**src/rtl/tt_uio_pkg.sv**
```systemverilog
// Shared definitions for the uio parallel byte interface: reader FSM encoding and pin map.
package tt_uio_pkg;

    typedef enum logic [1:0] {
        ST_ARM  = 2'd0,
        ST_IDLE = 2'd1,
        ST_HOLD = 2'd2,
        ST_ACK  = 2'd3
    } rd_state_e;

    localparam int          STB_PIN      = 0;
    localparam int          ACK_PIN      = 7;
    localparam logic [7:0]  UIO_OE_INPUT = 8'h00;

endpackage

```
**src/rtl/tt_byte_fifo.sv**
```systemverilog
// Byte FIFO with show-ahead head, registered occupancy and synchronous active-high reset.
module tt_byte_fifo #(
    parameter  int DEPTH = 4,
    localparam int AW    = $clog2(DEPTH),
    localparam int CW    = AW + 1
) (
    input  logic          clk,
    input  logic          rst,
    input  logic          push_i,
    input  logic [7:0]    push_data_i,
    input  logic          pop_i,
    output logic [7:0]    head_o,
    output logic [CW-1:0] count_o,
    output logic          full_o,
    output logic          empty_o
);

    logic [7:0]    mem_q [DEPTH];
    logic [AW-1:0] wr_ptr_q, rd_ptr_q;
    logic [CW-1:0] count_q;
    logic          push_fire, pop_fire;

    assign full_o    = (count_q == CW'(DEPTH));
    assign empty_o   = (count_q == '0);
    assign push_fire = push_i && !full_o;
    assign pop_fire  = pop_i && !empty_o;

    // NOTE: sequential state uses non-blocking (<=) so every flop samples pre-edge values.
    always_ff @(posedge clk) begin
        if (rst) begin
            wr_ptr_q <= '0;
            rd_ptr_q <= '0;
            count_q  <= '0;
        end else begin
            if (push_fire) wr_ptr_q <= wr_ptr_q + 1'b1;
            if (pop_fire)  rd_ptr_q <= rd_ptr_q + 1'b1;
            if (push_fire && !pop_fire)      count_q <= count_q + 1'b1;
            else if (pop_fire && !push_fire) count_q <= count_q - 1'b1;
        end
    end

    // NOTE: storage is not reset; entries are only visible once count says they were written.
    always_ff @(posedge clk) begin
        if (push_fire) mem_q[wr_ptr_q] <= push_data_i;
    end

    assign head_o  = empty_o ? 8'h00 : mem_q[rd_ptr_q];
    assign count_o = count_q;

endmodule

```
**src/rtl/tt_uio_byte_reader.sv**
```systemverilog
// Receive side of the uio byte interface: strobe synchroniser, 4-phase handshake FSM, byte FIFO.
module tt_uio_byte_reader
    import tt_uio_pkg::*;
#(
    parameter  int DEPTH       = 4,
    parameter  int SYNC_STAGES = 2,
    localparam int CW          = $clog2(DEPTH) + 1
) (
    input  logic          clk,
    input  logic          rst,
    input  logic [7:0]    bus_data_in,
    input  logic          bus_stb_in,
    output logic          bus_ack_out,
    output logic [7:0]    bus_oe,
    input  logic          rd_en,
    output logic [7:0]    rd_data,
    output logic          rd_valid,
    output logic [CW-1:0] fifo_count,
    output logic [7:0]    rx_count
);

    rd_state_e              state_q, state_d;
    logic [SYNC_STAGES-1:0] sync_q;
    logic                   stb_s;
    logic                   ack_q, ack_d;
    logic [7:0]             rx_count_q, rx_count_d;
    logic                   push;
    logic                   full, empty;

    assign stb_s = sync_q[SYNC_STAGES-1];

    // Synchroniser resets high so a strobe held through reset is never mistaken for a new request.
    always_ff @(posedge clk) begin
        if (rst) begin
            state_q    <= ST_ARM;
            sync_q     <= '1;
            ack_q      <= 1'b0;
            rx_count_q <= 8'h00;
        end else begin
            state_q    <= state_d;
            sync_q     <= {sync_q[SYNC_STAGES-2:0], bus_stb_in};
            ack_q      <= ack_d;
            rx_count_q <= rx_count_d;
        end
    end

    // NOTE: every output of this block gets a default first so no path infers a latch.
    always_comb begin
        state_d = state_q;
        push    = 1'b0;
        unique case (state_q)
            ST_ARM:  if (!stb_s) state_d = ST_IDLE;
            ST_IDLE: begin
                if (stb_s) begin
                    push    = !full;
                    state_d = full ? ST_HOLD : ST_ACK;
                end
            end
            ST_HOLD: begin
                if (!full) begin
                    push    = 1'b1;
                    state_d = ST_ACK;
                end
            end
            ST_ACK:  if (!stb_s) state_d = ST_IDLE;
            default: state_d = ST_ARM;
        endcase
    end

    // Ack follows the push by one cycle and drops the cycle after the strobe release is seen.
    assign ack_d      = (state_q == ST_ACK) && stb_s;
    assign rx_count_d = rx_count_q + 8'(push);

    tt_byte_fifo #(.DEPTH(DEPTH)) u_fifo (
        .clk         (clk),
        .rst         (rst),
        .push_i      (push),
        .push_data_i (bus_data_in),
        .pop_i       (rd_en),
        .head_o      (rd_data),
        .count_o     (fifo_count),
        .full_o      (full),
        .empty_o     (empty)
    );

    assign rd_valid    = !empty;
    assign bus_ack_out = ack_q;
    assign rx_count    = rx_count_q;
    assign bus_oe      = UIO_OE_INPUT;

endmodule

```
**config.mk**
```make
export PLATFORM = sky130hd
export DESIGN_NAME = tt_uio_byte_reader
export DESIGN_NICKNAME = d
export VERILOG_FILES = /design/src/rtl/tt_uio_pkg.sv /design/src/rtl/tt_byte_fifo.sv /design/src/rtl/tt_uio_byte_reader.sv
export SDC_FILE = /design/constraint.sdc
export NUM_CORES = 1
export LEC_CHECK = 0
export CAP_MARGIN = 25
export CORE_MARGIN = 2
export CORE_UTILIZATION = 52
export DETAILED_ROUTE_END_ITERATION = 16
export PLACE_DENSITY = 0.85
export SLEW_MARGIN = 0
export SYNTH_ARGS = -nofsm -noshare
export SYNTH_HDL_FRONTEND = slang
export SYNTH_SLANG_ARGS = --single-unit
```
**constraint.sdc**
```tcl
create_clock -name clk -period 3.2 [get_ports clk]
set_input_delay 0.32 -clock clk [delete_from_list [all_inputs] [get_ports clk]]
set_output_delay 0.32 -clock clk [all_outputs]
set_load 0.01 [all_outputs]
```
# After elaboration in Yosys (flattened, before gate mapping)
# Memory sizes are Yosys's and may differ from the RTL's. A register that Yosys moved wholly into a read port is not among the register bits.
# Cells that the tools add are included.
[totals]
input_bits = 12
n_memories = 1
wordCells = 49
out_inout_bits = 29
ramBits = 32
register_bits = 20
[memory_table]
columns = ["memory", "depth", "width", "rd", "rd_clocked_by_memory_dff", "wr", "line_no", "rtl"]
rows = [
  ["u_fifo.mem_q", 4, 8, 1, 1, 1, "tt_byte_fifo.sv:18", "logic [7:0] mem_q [DEPTH];"],
]
[op_classes]
mux = 15
n_reduce_logical = 14
n_addsub = 5
n_eq_ne = 7
[ops]
columns = ["cell", "count"]
rows = [
  ["$mux 2", 5],
  ["$add 8x1->8", 1],
  ["$mux 8", 1],
  ["$mux 3", 2],
  ["$ne 2x2->1 const B", 3],
  ["$pmux 2 s3", 1],
  ["$logic_and 1x1->1", 5],
  ["$mux 1", 5],
  ["$add 2x1->2 const B", 2],
  ["$eq 2x2->1 const B", 2],
  ["$logic_not 1->1", 4],
  ["$add 3x1->3 const B", 1],
  ["$eq 3x3->1 const B", 1],
  ["$logic_not 3->1", 1],
  ["$reduce_and 3->1", 1],
  ["$sub 3x1->3 const B", 1],
  ["$eq 2x1->1 const B", 1],
  ["$logic_not 2->1", 1],
  ["$pmux 1 s2", 1],
  ["$reduce_bool 2->1", 1],
  ["$reduce_or 2->1", 1],
]

# Logic depth before layout (Yosys ltp)
# Gate-level depths: netlist of the first run.
[logic_depth]
word_depth = 9
depth_mapped = 10
ltp_nobuf = 10

# Modules after synthesis
# Synthesis of the first run repeated with hierarchy kept, for this count alone.
[hier_totals]
hier_cells = 171
area_unflattened_um2 = 2387.3
[by_module_without_submodules]
columns = ["mod", "seq_area_each_um2", "area_per_inst_um2", "n_inst", "cells_per_inst"]
rows = [
  ["tt_byte_fifo", 1141.1, 1752.9, 1, 100],
  ["tt_uio_byte_reader", 260.2, 634.4, 1, 71],
]

# Worst setup path before layout of the first run
# OpenSTA, ideal clock, no wires.
[synth_path]
path_type = "register to register"
startpoint = "register state_q[0]"
endpoint = "register u_fifo.count_q[2], in the netlist u_fifo.count_o[2]"
required_time_ps = 3130
n_path_buf = 0
t_arrival_ps = 2390
path_slack_ps = 739
path_stages_with_launch = 10
period_less_slack_ps = 2461
setup_ps = 70
cell_sequence = "dfxtp_1 -> inv_1 -> ha_1 -> nor3_1 -> ha_1 -> inv_1 -> fa_1 -> xor2_1 -> or3_1 -> a21oi_1"
[synth_between]
elab_chain_len = 6
elab_cells_between_ends = 9
cone_classes = "2 x eq/ne; 2 x mux; 5 x reduce/logical"
[synth_lines]
columns = ["element", "line_no", "rtl"]
rows = [
  ["from (decl)", "tt_uio_byte_reader.sv:22", "rd_state_e state_q, state_d;"],
  ["from (signal assigned)", "tt_uio_byte_reader.sv:40", "state_q <= state_d;"],
  ["$eq 2x2->1 or $eq 2x1->1 (tied branches)", "tt_uio_byte_reader.sv:51", "unique case (state_q)"],
  ["$pmux 1 s2 *", "tt_uio_byte_reader.sv:51", ""],
  ["$logic_and 1x1->1 *", "tt_byte_fifo.sv:25", "assign push_fire = push_i && !full_o;"],
  ["net u_fifo.push_fire", "tt_byte_fifo.sv:21", "logic push_fire, pop_fire;"],
  ["$logic_not 1->1", "tt_byte_fifo.sv:38", "else if (pop_fire && !push_fire) count_q <= count_q - 1'b1;"],
  ["$logic_and 1x1->1", "tt_byte_fifo.sv:38", ""],
  ["$reduce_bool 2->1 (no source line)", "n/a", ""],
  ["to (signal assigned)", "tt_byte_fifo.sv:37", "if (push_fire && !pop_fire) count_q <= count_q + 1'b1;"],
  ["to (signal assigned)", "tt_byte_fifo.sv:38", ""],
  ["to (decl)", "tt_byte_fifo.sv:20", "logic [CW-1:0] count_q;"],
]
# Mark *: on every way through the listed nets, which the timed path passes. The rest lies on a longest branch.
# A chain may end at the register's enable or synchronous reset.

# Worst setup path in the final report of the first run
# Same ends and word-level chain as after synthesis.

==> impl_metrics.toml, run 1 <==
[layout]
fill_cells = 324
final_nets = 224
multiInputGateArea_um2 = 821
fin_area_um2 = 2730
regArea_um2 = 1400
drive_gt1_share_pct = 11.4
area_growth_pct = 19.1
final_cell_mix = "clkdlybuf4s50_1, edfxtp_1, dfxtp_1"
antennaDiodeCount = 0

[logic_synthesis]
netlist_instances = 165
ys_seq_elements = 54
synth.top_cell.area_share_pct = 41.9
ys.flop_type = "edfxtp_1"
synth_edf_count = 32
async_reset_ff_share_pct = 0
ys_warn_count = 0
yosys-top-cells-area = "edfxtp_1, dfxtp_1, mux4_2"
yosys.area.top_type = "edfxtp_1"
synthDistinctLibCells = 34
synth-seq-area-share_pct = 61.1
avgSynthCellArea_um2 = 13.9
synth_area_um2 = 2290

[worst_setup_path]
ff2ff_setup_slack_ps = 560
timing.rr.start = "state_q[0]"
critPathArrivalTime_ps = 2880
crit_buf_inv = 2
critPathSlowestCell = "nor3_1"
crit_path_cell_trace = "inv_1 -> ha_1 -> nor3_1 -> ha_1 -> inv_1 -> fa_1 -> xor2_1 -> or3_1 -> a21oi_1"
crit_type = "register to register"
worst-path-max-fanout = 8
cp.required_ps = 3440
crit_family = "adder cells"
critPathMaxStageDelay_ps = 450
path_depth = 9
end_kind = "register"
r2r-end = "u_fifo.count_o[2]"
rr_worst_depth = 9
start_kind = "register"

[global_route]
antenna_found_initial = 0
grt_pass1_wl_um = 6230
grt_usage_pct = 16.4
grt_max_degree = 23
grt_pass1_vias = 1278
overflow = 0

[place]
dp_hpwl_um = 2600
place_area_um2 = 2640
io_buffers = 32
place_congestion = 0.735

[hold_path]
hold_depth = 1
min_from = "sync_q[0]"
holdPathEnd = "sync_q[1]"
worstHoldPathType = "register to register"

[sta]
tightest_slew_ps = 521
min_period_ps = 2640
slew_headroom_pct = 65.2
finalSetupTns_ps = 0
timing.fmax_mhz = 379
finalSetupViolations = 0
fin_crit_sh_pct = 82.5
rsz0062_at_grt = "false"
skew_ps = 8.51
slew_viol_final = 0
whs_ps = 414
hold_viol = 0

[routing]
via_per_inst = 5.22
drt-pass1-iter-count = 4
drc = 0
drt_iter0_markers = 84
antenna_left = 0
drt_wl_total_um = 3700
drt-wirelength-per-cell_um = 14.6
vias = 1326

[die]
core_area_um2 = 4290
num_rows = 24
die_h_um = 70.4
initial_core_util_pct = 53.4
io_pins = 41
dieArea_um2 = 4960
die_w_um = 70.4

[power]
p_leak_nw = 0.954
p_total_mw = 1.84
ir_worst_vdd_v = 0.000376
power.density_nw_per_um2 = 673

[clocking]
cts_tree = "yes"
cts_hold_buffers = 0
cts_buffers = 5
cts_root_buf = "clkbuf_8"
cts.sinks = 54
h-tree-depth = 2
clkLatencyLatePin_ps = 300
cts_resized = 0
postCtsSetupBuffers = 0
clockBufferDepth = 2
clk_pin_slew_ps = 90

[outcome]
outcome = "finished clean"

[job]
drv_cap = 0
==> worst reg2reg max path, stage by stage (launching register included) <==
cell and delay, ps:
dfxtp_1 380, inv_1 60, ha_1 390, nor3_1 450
ha_1 270, inv_1 60, fa_1 370, xor2_1 170
or3_1 310, a21oi_1 130
==> cell usage after synthesis (4+ instances only) <==
cell type,n
a21oi_1,6
buf_4,8
dfxtp_1,22
edfxtp_1,32
ha_1,10
inv_1,6
mux4_2,8
nand2_1,4
nor2_1,12
nor2b_1,8
o31ai_1,4
xor2_1,6
==> worst max-delay path by stage <==
| stage | slack (ps) | from | end |
|---|---|---|---|
| 2_1_floorplan | 740 | state_q[0] | u_fifo.count_o[2] |
| 3_3_place_gp | 630 | state_q[0] | u_fifo.count_o[2] |
| 3_5_place_dp | 570 | state_q[0] | u_fifo.count_o[2] |
| 4_1_cts | 470 | u_fifo.count_o[0] | rd_data[3] |
| 5_1_grt | 280 | state_q[0] | u_fifo.count_o[2] |
| 6_report | 560 | state_q[0] | u_fifo.count_o[2] |
==> cell type report <==
class,count,area share [%]
Clock inverter,2,0.549
Clock buffer,6,2.66
Inverter,6,0.824
Multi-Input combinational cell,100,30.0
Tap cell,52,2.38
Sequential cell,54,51.3
Timing Repair Buffer,34,12.3
==> per-stage QoR <==
stage                     setup WS [ps]  utilization [%]  std cells
after CTS                           470             63.5        253
after global placement              630             61.4        245
after detailed placement            567             61.4        245
after global routing                284             63.6        254
final                               560             63.6        254
after floorplan                     739                -        172
==> kinds of logic (layout without fill, tap and decap cells) <==
kind of cell	count (synthesis)	count (layout)	share of synthesized area, %
buffers and inverters	18	48	4.31
and+or+nand+nor	47	47	11.7
adders and majority gates	11	11	6.33
xor gates and xnor gates	7	7	2.67
AOI/OAI and AO/OA	17	17	5.02
muxes	10	10	8.78
DFF	54	54	61.1
other	1	8	0.163
==> registers in the layout (all words and copies together), names as in the netlist, named ones only <==
name,flops
state_q,2
bus_ack_out,1
u_fifo.count_o,3
u_fifo.wr_ptr_q,2
sync_q,2
u_fifo.mem_q,32
rx_count,8
u_fifo.rd_ptr_q,2
==> metal layers <==
layer / routed length, um / track usage [%] / share of wire, %
met5: 0 / 0 / 0
met4: 49 / 5.77 / 1.3
met3: 146 / 4.62 / 3.9
met2: 1890 / 27.3 / 51
met1: 1610 / 20.7 / 44
==> power by group <==
group          internal (mW)  switching [mW]  total, mW
Clock                  0.154           0.213      0.368
Combinational          0.332           0.246      0.577
Sequential             0.813          0.0807      0.894
Note: power is estimated with default switching activity, not from simulation.
==> run 2, diff against run 1 <==
==> constraint.sdc (replaced) <==
create_clock -name clk -period 2.6 [get_ports clk]
set_input_delay 0.26 -clock clk [delete_from_list [all_inputs] [get_ports clk]]
set_output_delay 0.26 -clock clk [all_outputs]
set_load 0.01 [all_outputs]
==> run 2 against run 1 <==
Compared with the run above:
- clock skew grew 2.7 ps
- worst hold slack better by 6.9 ps
- clock power grew 21%
- wire length grew 1.9%
- first-iteration DRC count fell by 15%
- register-to-register slack worse by 370 ps
- power is 25% higher
- cell area rose by 0.73%
- sequential power rose by 22%
- setup slack worse by 400 ps
- critical path type is now register to output pin
==> impl_metrics.toml, run 2 (synthesis gave the netlist of run 1 again) <==
[layout]
area_growth_pct = 20.0
top_register = "u_fifo.mem_q"
final_nets = 226
drive_gt1_share_pct = 12.7
fin_area_um2 = 2750
antennaDiodeCount = 0
fill_cells = 318
largest_reg_flops = 32
final_cell_mix = "clkdlybuf4s50_1, edfxtp_1, dfxtp_1"

[clocking]
cts_buffers = 5
cts_root_buf = "clkbuf_8"
cts_tree = "yes"
clockBufferDepth = 2
cts.sinks = 54
clkLatencyLatePin_ps = 300
clk_pin_slew_ps = 90
h-tree-depth = 2

[outcome]
outcome = "finished clean"

[hold_path]
worstHoldPathType = "register to register"

[place]
place_area_um2 = 2660
place_congestion = 0.739
dp_hpwl_um = 2710
io_buffers = 32
pre_cts_ws_ps = 213

[power]
pwr-share-seq_pct = 47.6
p_sw_mw = 0.675
p_int_mw = 1.62
swShare_pct = 29.4
p_leak_nw = 0.966
combPwrFrac_pct = 32.9
pwr-share-clk_pct = 19.5
ir_worst_vdd_v = 0.000594
power.density_nw_per_um2 = 833

[sta]
timing.fmax_mhz = 410
whs_ps = 421
finalSetupTns_ps = 0
slew_headroom_pct = 59.5
skew_ps = 11.3
min_period_ps = 2440
slew_viol_final = 0
tightest_slew_ps = 604
rsz0062_at_grt = "false"
fin_crit_sh_pct = 93.9
hold_viol = 0
finalSetupViolations = 0
worst_slack_ps = 160

[worst_setup_path]
start_kind = "register"
critPathArrivalTime_ps = 2180
crit_type = "register to output pin"
worst-path-max-fanout = 5
r2r-end = "u_fifo.count_o[2]"
ff2ff_setup_slack_ps = 190
timing.rr.start = "state_q[0]"
end_kind = "output pin"
cp.required_ps = 2340
crit_end = "rd_data[0]"
rr_worst_depth = 9

[die]
initial_core_util_pct = 53.4
die_h_um = 70.4
die_w_um = 70.4
core_area_um2 = 4290
io_pins = 41
dieArea_um2 = 4960
num_rows = 24

[global_route]
overflow = 0
antenna_found_initial = 0
grt_pass1_vias = 1280
grt_usage_pct = 16.5
grt_pass1_wl_um = 6260
grt_max_degree = 23

[routing]
drt_wl_total_um = 3770
drt-pass1-iter-count = 4
drc = 0
antenna_left = 0
drt-wirelength-per-cell_um = 14.7
vias = 1340
via_per_inst = 5.23
drt_iter0_markers = 71

[job]
drv_cap = 0
run 2: worst min path at each step:
stage | start | end | slack [ps] | cells past startpoint
final | sync_q[0] | sync_q[1] | 420 | 1
after floorplan | bus_data_in[0] | u_fifo.mem_q[0][0] | 360 | 0
after global routing | sync_q[0] | sync_q[1] | 430 | 1
after global placement | sync_q[0] | sync_q[1] | 390 | 1
after CTS | sync_q[0] | sync_q[1] | 430 | 1
after detailed placement | sync_q[0] | sync_q[1] | 400 | 1
run 2: repair_timing:
item	in CTS	in global routing
hold endpoints to repair	0	0
gates resized for setup	1	0
setup buffers	0	0
hold buffers	0	0
setup endpoints to repair	3	0
run 2: metrics by stage:
| stage | power [mW] | instances | utilization [%] |
|---|---|---|---|
| floorplan | 1.57 | 172 | - |
| global placement | 1.84 | 248 | 61.9 |
| detailed placement | 1.87 | 248 | 61.9 |
| CTS | 2.32 | 256 | 64.1 |
| global route | 2.43 | 256 | 64.1 |
| finish | 2.29 | 256 | 64.1 |
run 2: final cells by class:
cell class	count	area (um2)	area share (%)
clock buffers	6	72.6	2.64
multi-input cells	100	826	30.0
inverters	6	22.5	0.818
well taps	52	65.1	2.36
clock inverters	2	15.0	0.545
flip-flops and latches	54	1400	50.9
repair buffers	36	350	12.7
run 2: metal layers:
layer / GRT usage, % / routed length (um) / up-vias / part of all wire (%)
met5: 0 / 0 / - / 0
met4: 5.13 / 44 / 0 / 1.2
li1: - / - / 658 / -
met2: 28.6 / 1990 / 28 / 53
met3: 4.91 / 156 / 5 / 4.1
met1: 19.7 / 1580 / 649 / 42
run 2: power by group through the flow:
stage / Clock [mW] / Sequential, mW / Combinational [mW]
6_report: 0.447 / 1.09 / 0.755
5_1_grt: 0.495 / 1.11 / 0.832
4_1_cts: 0.462 / 1.10 / 0.767
3_5_place_dp: 0 / 1.11 / 0.760
3_3_place_gp: 0 / 1.11 / 0.739
2_1_floorplan: 0 / 1.08 / 0.493
run 2: worst max-delay path: stages, from the launching register on:
cell	delay, ps
dfxtp_1	520
buf_4	230
mux4_2	500
nor2b_1	140
clkdlybuf4s50_1	490
